===== src/rtl/store_merge_unit.sv =====
// store_merge_unit: executes SB/SH/SW against word-wide memory; SB/SH do read-modify-write of the low lane.
module store_merge_unit #(
    parameter int MEM_RD_LATENCY = 1
) (
    input  logic        clk,
    input  logic        reset,
    input  logic        start,
    input  logic [1:0]  store_ctrl,
    input  logic [31:0] addr,
    input  logic [31:0] reg_data,
    input  logic [31:0] mem_rdata,
    output logic [31:0] mem_addr,
    output logic [31:0] mem_wdata,
    output logic        mem_wr,
    output logic        busy,
    output logic        done,
    output logic        err
);
    typedef enum logic [2:0] {IDLE, READ, WAIT, WRITE, DONE, ERR} state_t;
    localparam logic [2:0] CNT_INIT = 3'(MEM_RD_LATENCY - 1);
    state_t      state_q, state_d;
    logic [1:0]  ctrl_q, ctrl_d;
    logic [31:0] addr_q, addr_d, reg_q, reg_d, wdata_q, wdata_d;
    logic [2:0]  cnt_q, cnt_d;
    always_ff @(posedge clk) begin
        if (reset) begin
            state_q <= IDLE;
            ctrl_q  <= '0;
            addr_q  <= '0;
            reg_q   <= '0;
            wdata_q <= '0;
            cnt_q   <= '0;
        end else begin
            state_q <= state_d;
            ctrl_q  <= ctrl_d;
            addr_q  <= addr_d;
            reg_q   <= reg_d;
            wdata_q <= wdata_d;
            cnt_q   <= cnt_d;
        end
    end
    // mem_rdata is only looked at on the last WAIT cycle, where it is merged straight into the write word
    always_comb begin
        state_d = state_q;
        ctrl_d  = ctrl_q;
        addr_d  = addr_q;
        reg_d   = reg_q;
        wdata_d = wdata_q;
        cnt_d   = cnt_q;
        case (state_q)
            IDLE: if (start) begin
                ctrl_d  = store_ctrl;
                addr_d  = addr;
                reg_d   = reg_data;
                wdata_d = reg_data;
                state_d = store_ctrl == 2'd0 ? ERR : store_ctrl == 2'd3 ? WRITE : READ;
            end
            READ: begin
                cnt_d   = CNT_INIT;
                state_d = WAIT;
            end
            WAIT: if (cnt_q == 3'd0) begin
                wdata_d = ctrl_q == 2'd1 ? {mem_rdata[31:8], reg_q[7:0]} : {mem_rdata[31:16], reg_q[15:0]};
                state_d = WRITE;
            end else begin
                cnt_d = cnt_q - 3'd1;
            end
            WRITE:   state_d = DONE;
            default: state_d = IDLE;
        endcase
    end
    assign mem_addr  = addr_q;
    assign mem_wdata = wdata_q;
    assign mem_wr    = state_q == WRITE;
    assign busy      = state_q != IDLE;
    assign done      = state_q == DONE;
    assign err       = state_q == ERR;
endmodule


===== config.mk =====
export PLATFORM = sky130hd
export DESIGN_NAME = store_merge_unit
export DESIGN_NICKNAME = d
export VERILOG_FILES = /design/src/rtl/store_merge_unit.sv
export SDC_FILE = /design/constraint.sdc
export NUM_CORES = 1
export LEC_CHECK = 0
export CORE_ASPECT_RATIO = 1.1
export CORE_MARGIN = 2
export CORE_UTILIZATION = 42
export CTS_CLUSTER_DIAMETER = 80
export DETAILED_ROUTE_END_ITERATION = 12
export GPL_ROUTABILITY_DRIVEN = 0
export HOLD_SLACK_MARGIN = 0.1
export PLACE_DENSITY_LB_ADDON = 0.12
export SYNTH_ARGS = -nofsm -noshare
export SYNTH_HDL_FRONTEND = slang
export SYNTH_SLANG_ARGS = --single-unit

===== constraint.sdc =====
create_clock -name clk -period 2.2 [get_ports clk]
set_input_delay 0.44 -clock clk [delete_from_list [all_inputs] [get_ports clk]]
set_output_delay 0.44 -clock clk [all_outputs]
set_load 0.005 [all_outputs]

==> metrics.md, run 1 <==
| Metric | Value |
|---|---|
| Final Cycle Share | `94.00%` |
| Initial antenna violation count | `0` |
| CP endpoint kind | `primary output` |
| Non-filler cells, final | `732` |
| Max VDD drop | `0.4221 mV` |
| Initial Utilization | `43.06%` |
| Area Overhead vs Synth | `52.96%` |
| Die ar. | `9828 sq um` |
| Antenna violation net count after detailed routing | `0` |
| Syn Inst Count | `464` |
| Fin crit period | `2.068 ns` |
| Critical Path RT | `1.76 ns` |
| Crit path launch type | `flip-flop` |
| Seq cells post-synth | `88` |
| All-layer global routing usage | `22.44%` |
| DRC | `0` |
| Placed Instances | `716` |
| Post-DP Area | `5540 sq um` |
| CTS max path bufs | `2` |
| Buffers on Ports | `160` |
| Grt ovf | `0` |
| Total CTS buffers | `9` |
| HPWL after DPL | `7244 um` |
| CTS H-tree lvls | `3` |
| Commonest non-fill, non-tap cell in the layout | `clkdlybuf4s50_1` |
| Fmax | `0.4836 GHz` |
| Clock slew at reported path FFs | `0.09 ns` |
| First-pass GRT wire length | `18,070 um` |
| CORE AREA | `8828 sq um` |
| Final setup viols | `0` |
| Commonest cells after routing, fill and taps aside | `clkdlybuf4s50_1 (159), nand2_1 (151), dfxtp_1 (85)` |
| Avg WL per Cell | `14.81 um` |
| Cell chain of the critical path | `nand2b_1, nor2_1, clkdlybuf4s50_1` |
| Design area | `5814 sq um` |
| RSZ-0062 raised after global routing | `false` |
| Slew @ Worst Pin | `0.5855 ns` |
| Ratio of cells with drive above 1 in the final layout | `9.871%` |
| Crit-path slowest cell | `clkdlybuf4s50_1` |
| Vias | `3,792` |
| Largest net degree at the start of global routing | `52` |
| Die width | `94.71 um` |
| Vias/cell | `5.180` |
| DR iter-0 viols | `156` |
| Core Rows | `36` |
| Leakage | `2.105 nW` |
| Place WS | `0.09713 ns` |
| Max-Cap Viols | `0` |
| WL final | `10,840 um` |
| Skew-Pair Late Insertion Delay | `0.35 ns` |
| Syn_area_per_cell | `8.192 sq um` |
| Seq/Total Area, Yosys | `46.35%` |
| Worst setup margin | `0.1320 ns` |
| Mapped Area | `3801 sq um` |
| Detailed Routing Iterations Pass 1 | `4` |
| Root buffer cell | `clkbuf_8` |
| Relative slew slack | `60.97%` |
| Run status | `completed` |
| YS warnings | `0` |
| Final Hold Viols | `0` |
| CTS tree | `yes` |
| Boundary Pins | `169` |
| Slew Viols, Final | `0` |
| Syn nets | `567` |
| Pwr/cell area | `779.0 nW/um^2` |
| Crit-path max cell delay | `0.54 ns` |
| Crit path max fanout | `14` |
| Setup TNS | `0 ns` |
| Layout Skew | `0.01173 ns` |
| Final net count | `716` |
| Vias in the first global route | `3,901` |
| Clk sinks | `88` |
| CP Class | `flip-flop to primary output` |
| Post-synth cell types | `33` |
| Total power draw | `4.529 mW` |
| Worst hold path class | `flip-flop to flip-flop` |
| CP arrival | `1.63 ns` |
| N_diodes | `0` |
| Hold-fix buffers, CTS | `0` |
| DIE HEIGHT | `103.8 um` |
## path summary, 6_finish.rpt
check | start | to | slack, ns | cells past startpoint
worst min register to register | mem_addr[5] | mem_addr[5] | 0.46 | 2
worst max-delay path | state_q[1] | err | 0.13 | 3
worst min-delay path | mem_addr[5] | mem_addr[5] | 0.46 | 2
worst max register to register | cnt_q[0] | cnt_q[1] | 0.23 | 6
## cells in the mapped netlist (all sizes together)
library cell	n	area share [%]
nor3b	1	0.49
o311ai	8	1.8
or4b	1	0.26
nor2b	17	2.8
mux2i	9	2.4
o21ai	8	1.1
or3b	2	0.46
buf	29	4.3
a211oi	1	0.20
or2	1	0.16
nand2b	2	0.40
nor4	1	0.16
clkbuf	12	1.2
ha	2	0.66
a2111oi	1	0.23
dfxtp	88	46
nor2	8	0.79
a21oi	75	10
or3	1	0.16
inv	4	0.39
nand4	8	1.3
nand2	151	15
nor3	4	0.53
a311oi	25	7.4
mux2	4	1.2
nor4b	1	0.39
## logic make-up after synthesis
family / Yosys count / share of synthesized area, %
flops: 88 / 46.35
fa+ha+maj: 2 / 0.6582
simple gates: 198 / 22.84
buf+inv: 45 / 5.892
mux: 13 / 3.555
compound gates: 118 / 20.70
## final cells by class
cell class	instances	area [sq um]
clock inverter	6	130.1
sequential	88	1768
tap	114	142.6
multi-input combinational	331	1829
inverter	4	15.01
timing repair buffer	179	1792
fill	750	3014
clock buffer	10	137.6
## flip-flops by register name, summed over array words and instances, names as in the netlist
signal     flops
reg_q         16
state_q        3
ctrl_q         2
mem_wdata     32
cnt_q          3
mem_addr      32
## where the power goes
| part | internal, mW | switching [mW] | total, mW |
|---|---|---|---|
| clock network | 0.897 | 0.575 | 1.47 |
| logic | 0.652 | 0.536 | 1.19 |
| registers | 1.76 | 0.105 | 1.87 |
## layer usage
metal,GRT usage (%),up-vias,wire length [um]
met1,28.37,1755,4582
met5,0,-,0
met2,36.37,133,5115
met3,6.255,12,990
met4,7.764,0,156
li1,-,1892,-
## critical path: cells and delay by family (launching register included)
| family | cells | cell delay [ns] |
|---|---|---|
| buf+inv | 1 | 0.54 |
| flops | 1 | 0.41 |
| simple gates | 2 | 0.32 |
## metrics by stage
| stage | util [%] | hold WS [ns] |
|---|---|---|
| after floorplan | - | 0.4318 |
| after global placement | 62.76 | 0.4407 |
| after detailed placement | 62.76 | 0.4467 |
| after CTS | 65.83 | 0.4578 |
| after global routing | 65.86 | 0.4712 |
| final | 65.86 | 0.4568 |
## what timing repair did
action / CTS / global route
setup endpoints to repair: 4 / 1
buffers inserted: 0 / 0
gates resized for setup: 3 / 1
Note: power is estimated with default switching activity, not from simulation.
==> run 2: changes to the inputs <==
- GPL_ROUTABILITY_DRIVEN: 0 -> 1
==> results of run 2 <==
The final DEF is identical to that of run 1; final timing and power are the same.
==> run 3: changes to the inputs <==
- SETUP_SLACK_MARGIN: not set -> 0.1
==> run 3 against run 2 <==
- register-to-register slack about the same
- worst setup slack improved by 0.024 ns
- fmax increased by 1.2%
- sequential power about the same
- core utilization increased by 0.085 points
- via count decreased by 0.42%
- final cell count unchanged
- critical path type unchanged
- largest power group unchanged
- highest routed layer unchanged
==> metrics.md, run 3 (synthesis gave the netlist of run 1 again) <==
| Metric | Value |
|---|---|
| Crit-path max cell delay | `0.46 ns (-0.08 ns)` |
| Final Hold Viols | `0 (unchanged)` |
| CTS tree | `yes` |
| Avg WL per Cell | `14.80 um (about the same)` |
| Post-DP Area | `5540 sq um (unchanged)` |
| Sw Ratio | `26.82% (-0.030 points)` |
| Run status | `completed` |
| All-layer global routing usage | `22.44% (unchanged)` |
| Vias in the first global route | `3,901 (unchanged)` |
| Fin crit period | `2.044 ns (-0.02409 ns)` |
| Boundary Pins | `169 (unchanged)` |
| Hold-fix buffers, CTS | `0 (unchanged)` |
| CTS max path bufs | `2 (unchanged)` |
| Clk sinks | `88 (unchanged)` |
| Grt ovf | `0 (unchanged)` |
| Final net count | `716 (unchanged)` |
| Pwr/cell area | `777.6 nW/um^2 (-0.19%)` |
| CP arrival | `1.60 ns (-0.03 ns)` |
| Total power draw | `4.527 mW (about the same)` |
| Die ar. | `9828 sq um (unchanged)` |
| Detailed Routing Iterations Pass 1 | `4 (unchanged)` |
| Max VDD drop | `0.4221 mV (about the same)` |
| Leakage | `2.124 nW (+0.91%)` |
| Slew Viols, Final | `0 (unchanged)` |
| Commonest cells after routing, fill and taps aside | `clkdlybuf4s50_1 (158), nand2_1 (151), dfxtp_1 (85)` |
| Skew-Pair Late Insertion Delay | `0.36 ns (about the same)` |
| Clock slew at reported path FFs | `0.09 ns (about the same)` |
| Internal Power | `3.313 mW (about the same)` |
| DR iter-0 viols | `149 (-4.5%)` |
| Initial Utilization | `43.06% (unchanged)` |
| Clock power share | `32.5% (about the same)` |
| Filler Cells Inserted | `749 (-0.13%)` |
| Crit-path slowest cell | `clkdlybuf4s50_1` |
| Initial antenna violation count | `0 (unchanged)` |
| CTS H-tree lvls | `3 (unchanged)` |
| Crit path max fanout | `14 (unchanged)` |
| Final Cycle Share | `92.90% (-1.1 points)` |
| Largest net degree at the start of global routing | `52 (unchanged)` |
| Flop pwr share | `41.3% (about the same)` |
| Setup TNS | `0 ns (unchanged)` |
| First-pass GRT wire length | `18,070 um (unchanged)` |
| Antenna violation net count after detailed routing | `0 (unchanged)` |
| Setup Buffers After CTS | `0 (unchanged)` |
| WL final | `10,840 um (about the same)` |
| Switching power total | `1.214 mW (-0.17%)` |
| Crit path launch type | `flip-flop` |
| N_diodes | `0 (unchanged)` |
| Layout Skew | `0.01170 ns (-0.00003810 ns)` |
| Commonest non-fill, non-tap cell in the layout | `clkdlybuf4s50_1` |
| Vias | `3,776 (-0.42%)` |
| RSZ-0062 raised after global routing | `false` |
| Final setup viols | `0 (unchanged)` |
| Root buffer cell | `clkbuf_8` |
| Die width | `94.71 um (unchanged)` |
| RePlAce Congestion | `0.7415` |
| Critical Path RT | `1.76 ns (about the same)` |
| Total CTS buffers | `9 (unchanged)` |
| Core Util, Final | `65.94% (+0.085 points)` |
| Vias/cell | `5.158 (-0.42%)` |
| Buffers on Ports | `160 (unchanged)` |
| Slew @ Worst Pin | `0.5853 ns (-0.0002132 ns)` |
| Relative slew slack | `60.98% (about the same)` |
| DIE HEIGHT | `103.8 um (unchanged)` |
| Cell chain of the critical path | `or3_1, clkdlybuf4s50_1` |
| Core Rows | `36 (unchanged)` |
| CP Class | `flip-flop to primary output` |
| Area Overhead vs Synth | `53.16%` |
| Worst hold path class | `flip-flop to flip-flop` |
| Comb pwr share | `26.2% (about the same)` |
| CORE AREA | `8828 sq um (unchanged)` |
| DRC | `0 (unchanged)` |
| Design area | `5822 sq um (+0.13%)` |
| Fmax | `0.4893 GHz (+1.2%)` |
| CP endpoint kind | `primary output` |
| Max-Cap Viols | `0 (unchanged)` |
| HPWL after DPL | `7244 um (unchanged)` |
| Ratio of cells with drive above 1 in the final layout | `9.871% (unchanged)` |
[run 3: power groups by stage]
stage               clock network [mW]  logic, mW  registers (mW)
CTS                               1.50       1.20            1.87
global route                      1.56       1.31            1.89
global placement                     0       1.18            1.90
finish                            1.47       1.19            1.87
floorplan                            0      0.568            1.89
detailed placement                   0       1.20            1.90
[run 3: final timing paths]
kind,cells past startpoint,to,startpoint,slack (ns)
setup / recovery,2,busy,state_q[0],0.16
hold / removal,2,mem_addr[5],mem_addr[5],0.46
setup reg to reg,6,cnt_q[1],cnt_q[0],0.24
hold reg to reg,2,mem_addr[5],mem_addr[5],0.46
[run 3: routing by layer]
metal	vias up	GRT usage [%]	part of all wire [%]
li1	1893	-	-
met1	1747	28.37	42
met2	124	36.37	47
met3	12	6.255	8.9
met4	0	7.764	1.4
met5	-	0	0
[run 3: timing repair]
item | CTS | global route
gates cloned | 0 | 0
pin swaps | 0 | 0
endpoints found under the setup margin | 4 | 4
gates resized for setup | 3 | 4
[run 3: critical path: cells and delay by family, from the launching register on]
family,cells,cell delay (ns)
buffers and inverters,1,0.46
flip-flops,1,0.41
AND/OR/NAND/NOR,1,0.37
[run 3: cell type report]
class	count	area, sq um	share of cell area (%)
well taps	114	142.6	2.450
repair buffers	179	1794	30.82
flip-flops and latches	88	1773	30.45
clock inverters	6	130.1	2.235
clock buffers	10	137.6	2.364
multi-input cells	331	1829	31.42
inverters	4	15.01	0.2579
[run 3: through the flow]
step	hold slack, ns	instances	setup WS, ns
after floorplan	0.4318	464	0.3796
after global placement	0.4407	716	0.1126
after detailed placement	0.4467	716	0.09713
after CTS	0.4578	732	0.05096
after global routing	0.4712	732	0.1088
final	0.4568	732	0.1561
